## src/rtl/serial_paralelo_rx.sv

```systemverilog
// Purpose : per-lane receive deserializer; hunts for COM alignment, then emits one aligned byte every 8 bits.
// Latency : byte whose last bit is sampled at edge E appears on data_out/valid_out/byte_strobe at E+1; active likewise at E+1 after the final COM.
// Backpressure: none; the serial stream is consumed every cycle and each byte is presented for a single strobe cycle.
//
// Ports:
//   clk_32f     in   bit clock, all logic on its rising edge
//   reset       in   asynchronous, active-high reset
//   data_in     in   serial bit, MSB of each byte first
//   data_out    out  [7:0] last aligned byte captured while ACTIVE
//   valid_out   out  1 when data_out is payload (neither COM nor IDL)
//   byte_strobe out  one-cycle pulse whenever data_out/valid_out update
//   active      out  lane aligned and delivering bytes

module serial_paralelo_rx #(
    parameter logic [7:0]  COM       = 8'hBC,
    parameter logic [7:0]  IDL       = 8'h7C,
    parameter int unsigned COM_COUNT = 4
) (
    input  logic       clk_32f,
    input  logic       reset,
    input  logic       data_in,
    output logic [7:0] data_out,
    output logic       valid_out,
    output logic       byte_strobe,
    output logic       active
);

    typedef enum logic [1:0] {
        SEARCH = 2'd0,
        LOCK   = 2'd1,
        ACTIVE = 2'd2
    } state_t;

    localparam logic [3:0] COM_TARGET = 4'(COM_COUNT);

    state_t     state;
    state_t     state_d;
    logic [7:0] sr;
    logic [2:0] bit_cnt;
    logic [2:0] bit_cnt_d;
    logic [3:0] com_cnt;
    logic [3:0] com_cnt_d;
    logic [3:0] com_cnt_inc;
    logic [7:0] data_out_d;
    logic       valid_out_d;
    logic       byte_strobe_d;
    logic       sr_is_com;
    logic       at_boundary;

    // Serial shift register: sr always holds the last 8 sampled bits,
    // newest bit in sr[0], so a full byte sent MSB first lands in order.
    always_ff @(posedge clk_32f or posedge reset) begin
        if (reset) begin
            sr <= 8'h00;
        end else begin
            sr <= {sr[6:0], data_in};
        end
    end

    assign sr_is_com   = (sr == COM);
    assign com_cnt_inc = com_cnt + 4'd1;

    // bit_cnt is cleared on the edge that accepts the first COM, one edge
    // after that COM completed in sr. It therefore reads 7 exactly when sr
    // holds a complete byte on the 8-bit grid anchored at that COM.
    assign at_boundary = (bit_cnt == 3'd7);

    always_comb begin
        state_d       = state;
        bit_cnt_d     = bit_cnt;
        com_cnt_d     = com_cnt;
        data_out_d    = data_out;
        valid_out_d   = valid_out;
        byte_strobe_d = 1'b0;

        case (state)
            SEARCH: begin
                // Bit-slip hunting: every offset is a candidate.
                bit_cnt_d = 3'd0;
                com_cnt_d = 4'd0;
                if (sr_is_com) begin
                    com_cnt_d = 4'd1;
                    state_d   = (COM_TARGET == 4'd1) ? ACTIVE : LOCK;
                end
            end

            LOCK: begin
                bit_cnt_d = bit_cnt + 3'd1;
                // Off-grid COM patterns are ignored while confirming alignment.
                if (at_boundary) begin
                    if (sr_is_com) begin
                        com_cnt_d = com_cnt_inc;
                        if (com_cnt_inc == COM_TARGET) begin
                            state_d = ACTIVE;
                        end
                    end else begin
                        // The failing byte is not re-examined as a fresh
                        // anchor; hunting restarts with the next window.
                        state_d   = SEARCH;
                        com_cnt_d = 4'd0;
                        bit_cnt_d = 3'd0;
                    end
                end
            end

            ACTIVE: begin
                // Sticky: only reset leaves ACTIVE.
                bit_cnt_d = bit_cnt + 3'd1;
                if (at_boundary) begin
                    data_out_d    = sr;
                    valid_out_d   = (sr != COM) && (sr != IDL);
                    byte_strobe_d = 1'b1;
                end
            end

            default: begin
                state_d   = SEARCH;
                bit_cnt_d = 3'd0;
                com_cnt_d = 4'd0;
            end
        endcase
    end

    always_ff @(posedge clk_32f or posedge reset) begin
        if (reset) begin
            state       <= SEARCH;
            bit_cnt     <= 3'd0;
            com_cnt     <= 4'd0;
            data_out    <= 8'h00;
            valid_out   <= 1'b0;
            byte_strobe <= 1'b0;
            active      <= 1'b0;
        end else begin
            state       <= state_d;
            bit_cnt     <= bit_cnt_d;
            com_cnt     <= com_cnt_d;
            data_out    <= data_out_d;
            valid_out   <= valid_out_d;
            byte_strobe <= byte_strobe_d;
            // Registered alongside the state so it rises on the same edge
            // that enters ACTIVE.
            active      <= (state_d == ACTIVE);
        end
    end

endmodule

```

## config.mk

```make
export PLATFORM = sky130hd
export DESIGN_NAME = serial_paralelo_rx
export DESIGN_NICKNAME = d
export VERILOG_FILES = /design/src/rtl/serial_paralelo_rx.sv
export SDC_FILE = /design/constraint.sdc
export NUM_CORES = 1
export LEC_CHECK = 0
export CAP_MARGIN = 20
export CELL_PAD_IN_SITES_DETAIL_PLACEMENT = 2
export CELL_PAD_IN_SITES_GLOBAL_PLACEMENT = 2
export CORE_MARGIN = 2
export CORE_UTILIZATION = 30
export DETAILED_ROUTE_END_ITERATION = 10
export PLACE_DENSITY = 0.63
export SETUP_SLACK_MARGIN = 0.1
export SYNTH_ARGS = -nofsm -noshare
export SYNTH_HDL_FRONTEND = slang
export SYNTH_SLANG_ARGS = --single-unit
```

## constraint.sdc

```tcl
create_clock -name clk_32f -period 1.7 [get_ports clk_32f]
set_input_delay 0.255 -clock clk_32f [delete_from_list [all_inputs] [get_ports clk_32f]]
set_output_delay 0.255 -clock clk_32f [all_outputs]
set_load 0.01 [all_outputs]
```

==> reports/results.ini <==
[floorplanning]
coreArea_um2=4324
fp.dieW_um=70.59
dieArea_um2=4982
initial_utilization_pct=30.76
row_count=24
die_height_um=70.59
io-pin-count=14

[synthesis]
avgSynthCellArea_um2=12.32
seq_area_frac_synth_pct=52.68
synth-edff-count=0
yosys.area.top_type=dfrtp_1
synthArstFlopShare_pct=100.0
syn-cell-area_um2=1330
yosysTopAreaCellShare_pct=52.68
syn_nets=120
ys_top_cells_by_area=dfrtp_1 53%, ha_1 8.5%, mux2_2 6.8%
syn-instance-count=108
synth_cell_types=37
yosysWarnings=0
synth_flop_cell=dfrtp_1
ys_ff_latch=28

[detailed_routing]
top_layer_used=met4
totalWireLength_mm=2.972
ant_nets=0
vias=912
dr_wl_met2_mm=1.573
met3_length_um=65
routedLengthMet1_mm=1.314
via_per_inst=4.930
wire_per_inst_um=16.06
drt_iter0_markers=23
drt_pass1_iterations=4
drc=0

[placed_design]
pre_cts_ws_ps=3.101
place_area_um2=1573
portBuffers=13
dp_hpwl_mm=2.234
gp_congestion=0.7769

[global_routing]
grt_pass1_wl_mm=5.216
grt_max_degree=29
antenna_found_initial=0
grt_use_total_pct=13.15
gr-total-overflow=0
grt_pass1_vias=1057

[timing]
max-slew-margin-rel_pct=75.77
fin_ws_ps=-5.224
final.period_utilization_pct=100.3
finalSetupTns_ps=-5.224
fmaxAchievable_mhz=586.4
skew_ps=7.169
tightestPinTransition_ps=363.5
hold-worst-slack_ps=350.1
fin_crit_ps=1705
rsz0062_at_grt=yes
finalSetupViolations=1
report.final.slew_viol_count=0
finalHoldViolCount=0

[setup_path]
cp.arrival_ps=1930
crit_required_ps=1920
crit_chain=ha_2 > a21o_1 > o211ai_1 > a31oi_1 > o41a_2 > nor2b_4
slowest_delay_ps=430
critPathKind=register to register
crit_family=compound AO/OA/AOI/OAI gates
critPathBufInv=0
cp-end-kind=register
crit_path_start_kind=register
path_max_fanout=3
cpMaxStageDelayCell=o41a_2

[cells_and_area]
final_common_cell=dfrtp_1
final_cell_mix=27 x dfrtp_1, 13 x clkdlybuf4s50_1, 12 x buf_4
diodes=0
drive_above_1_share_pct=30.08
area_growth_syn_to_layout_pct=27.94
stdcell_area_um2=1702
finalNetCount=146

[run_status]
status=complete, but fails checks
violations=negative setup slack

[clock_network]
ctsRootBufferMaster=clkbuf_8
cts_tree=yes
clock_latency_ps=280
path_clk_slew_ps=100
clk_path_buf_depth=2
numCtsBuffers=3
cts-htree-levels=1
clock_sinks=28

[power_and_ir_drop]
static-leakage-power_nw=0.8041
vdd_drop_max_uv=496.8
p_per_area_nw_per_um2=785.4
p_total_w=0.001336

[run]
maxCapViolCount=0

[hold_path]
hp-class=primary input to asynchronous set/reset pin

-- repair_timing --
action                                  in CTS  in global routing
endpoints found under the setup margin      14                 14
hold buffers                                 0                  0
gates resized for setup                      5                  4
buffers inserted                             2                  0
pin swaps                                    1                  1
-- registers in the layout, indices dropped and copies added, names as in the netlist --
register,cells
sr,8
active,1
state,2
com_cnt,4
bit_cnt,3
data_out,8
byte_strobe,1
valid_out,1
-- stage by stage --
stage | utilization, % | std cells
final | 39.35 | 185
after floorplan | - | 108
after detailed placement | 36.37 | 179
after CTS | 38.83 | 185
after global routing | 39.35 | 185
after global placement | 36.37 | 179
-- kinds of logic after synthesis --
kind of cell / after synthesis / synth area share [%]
DFF: 28 / 52.68
and+or+nand+nor: 25 / 12.70
AOI/OAI and AO/OA: 24 / 13.92
buffers and inverters: 13 / 4.798
adders and majority gates: 9 / 8.467
muxes: 8 / 6.774
xor gates and xnor gates: 1 / 0.6586
-- final cells by class --
class	instances	area [um^2]
clock buffer	3	41.29
clock inverter	1	30.03
fill	472	2623
inverter	9	33.78
multi-input combinational	67	609.3
sequential	28	701.9
tap	52	65.06
timing repair buffer	25	220.2
-- synth_stat cells, types with 2 or more instances --
master    count
dfrtp_1      28
buf_6         2
nand2_1       6
nand3_1       2
a21oi_1       2
inv_1         9
nand2b_1      4
nor3_1        3
clkbuf_1      2
a21o_1        2
o21ai_0       4
mux2_2        8
nor2b_1       2
o22ai_1       3
ha_1          9
-- routing by layer --
metal,global-route usage [%],vias to the layer above
met2,23.38,8
met1,16.88,473
met3,2.564,2
met4,2.516,0
met5,0,-
li1,-,429
-- where the power goes --
group | switching (W) | total, W | internal (W)
combinational | 0.0000621 | 0.000113 | 0.0000513
sequential | 0.0000127 | 0.000691 | 0.000679
clock | 0.000216 | 0.000532 | 0.000315
-- path summary, 6_finish.rpt --
check	endpoint	cells after the start	from	slack (ps)
worst min-delay path	bit_cnt[2]	3	reset	350
min in group clk_32f	sr[0]	1	data_in	410
worst min register to register	sr[2]	0	sr[1]	410
worst max register to register	active	6	com_cnt[1]	-5
worst max-delay path	active	6	com_cnt[1]	-5
max in group asynchronous	state[1]	3	reset	1070
-- worst register-to-register path: cells and delay by family, from the launching register on --
family,cells,cell delay [ps]
AOI/OAI and AO/OA,4,930
DFF,1,400
adders and majority gates,1,210
and+or+nand+nor,1,110
Note: power is estimated with default switching activity, not from simulation.
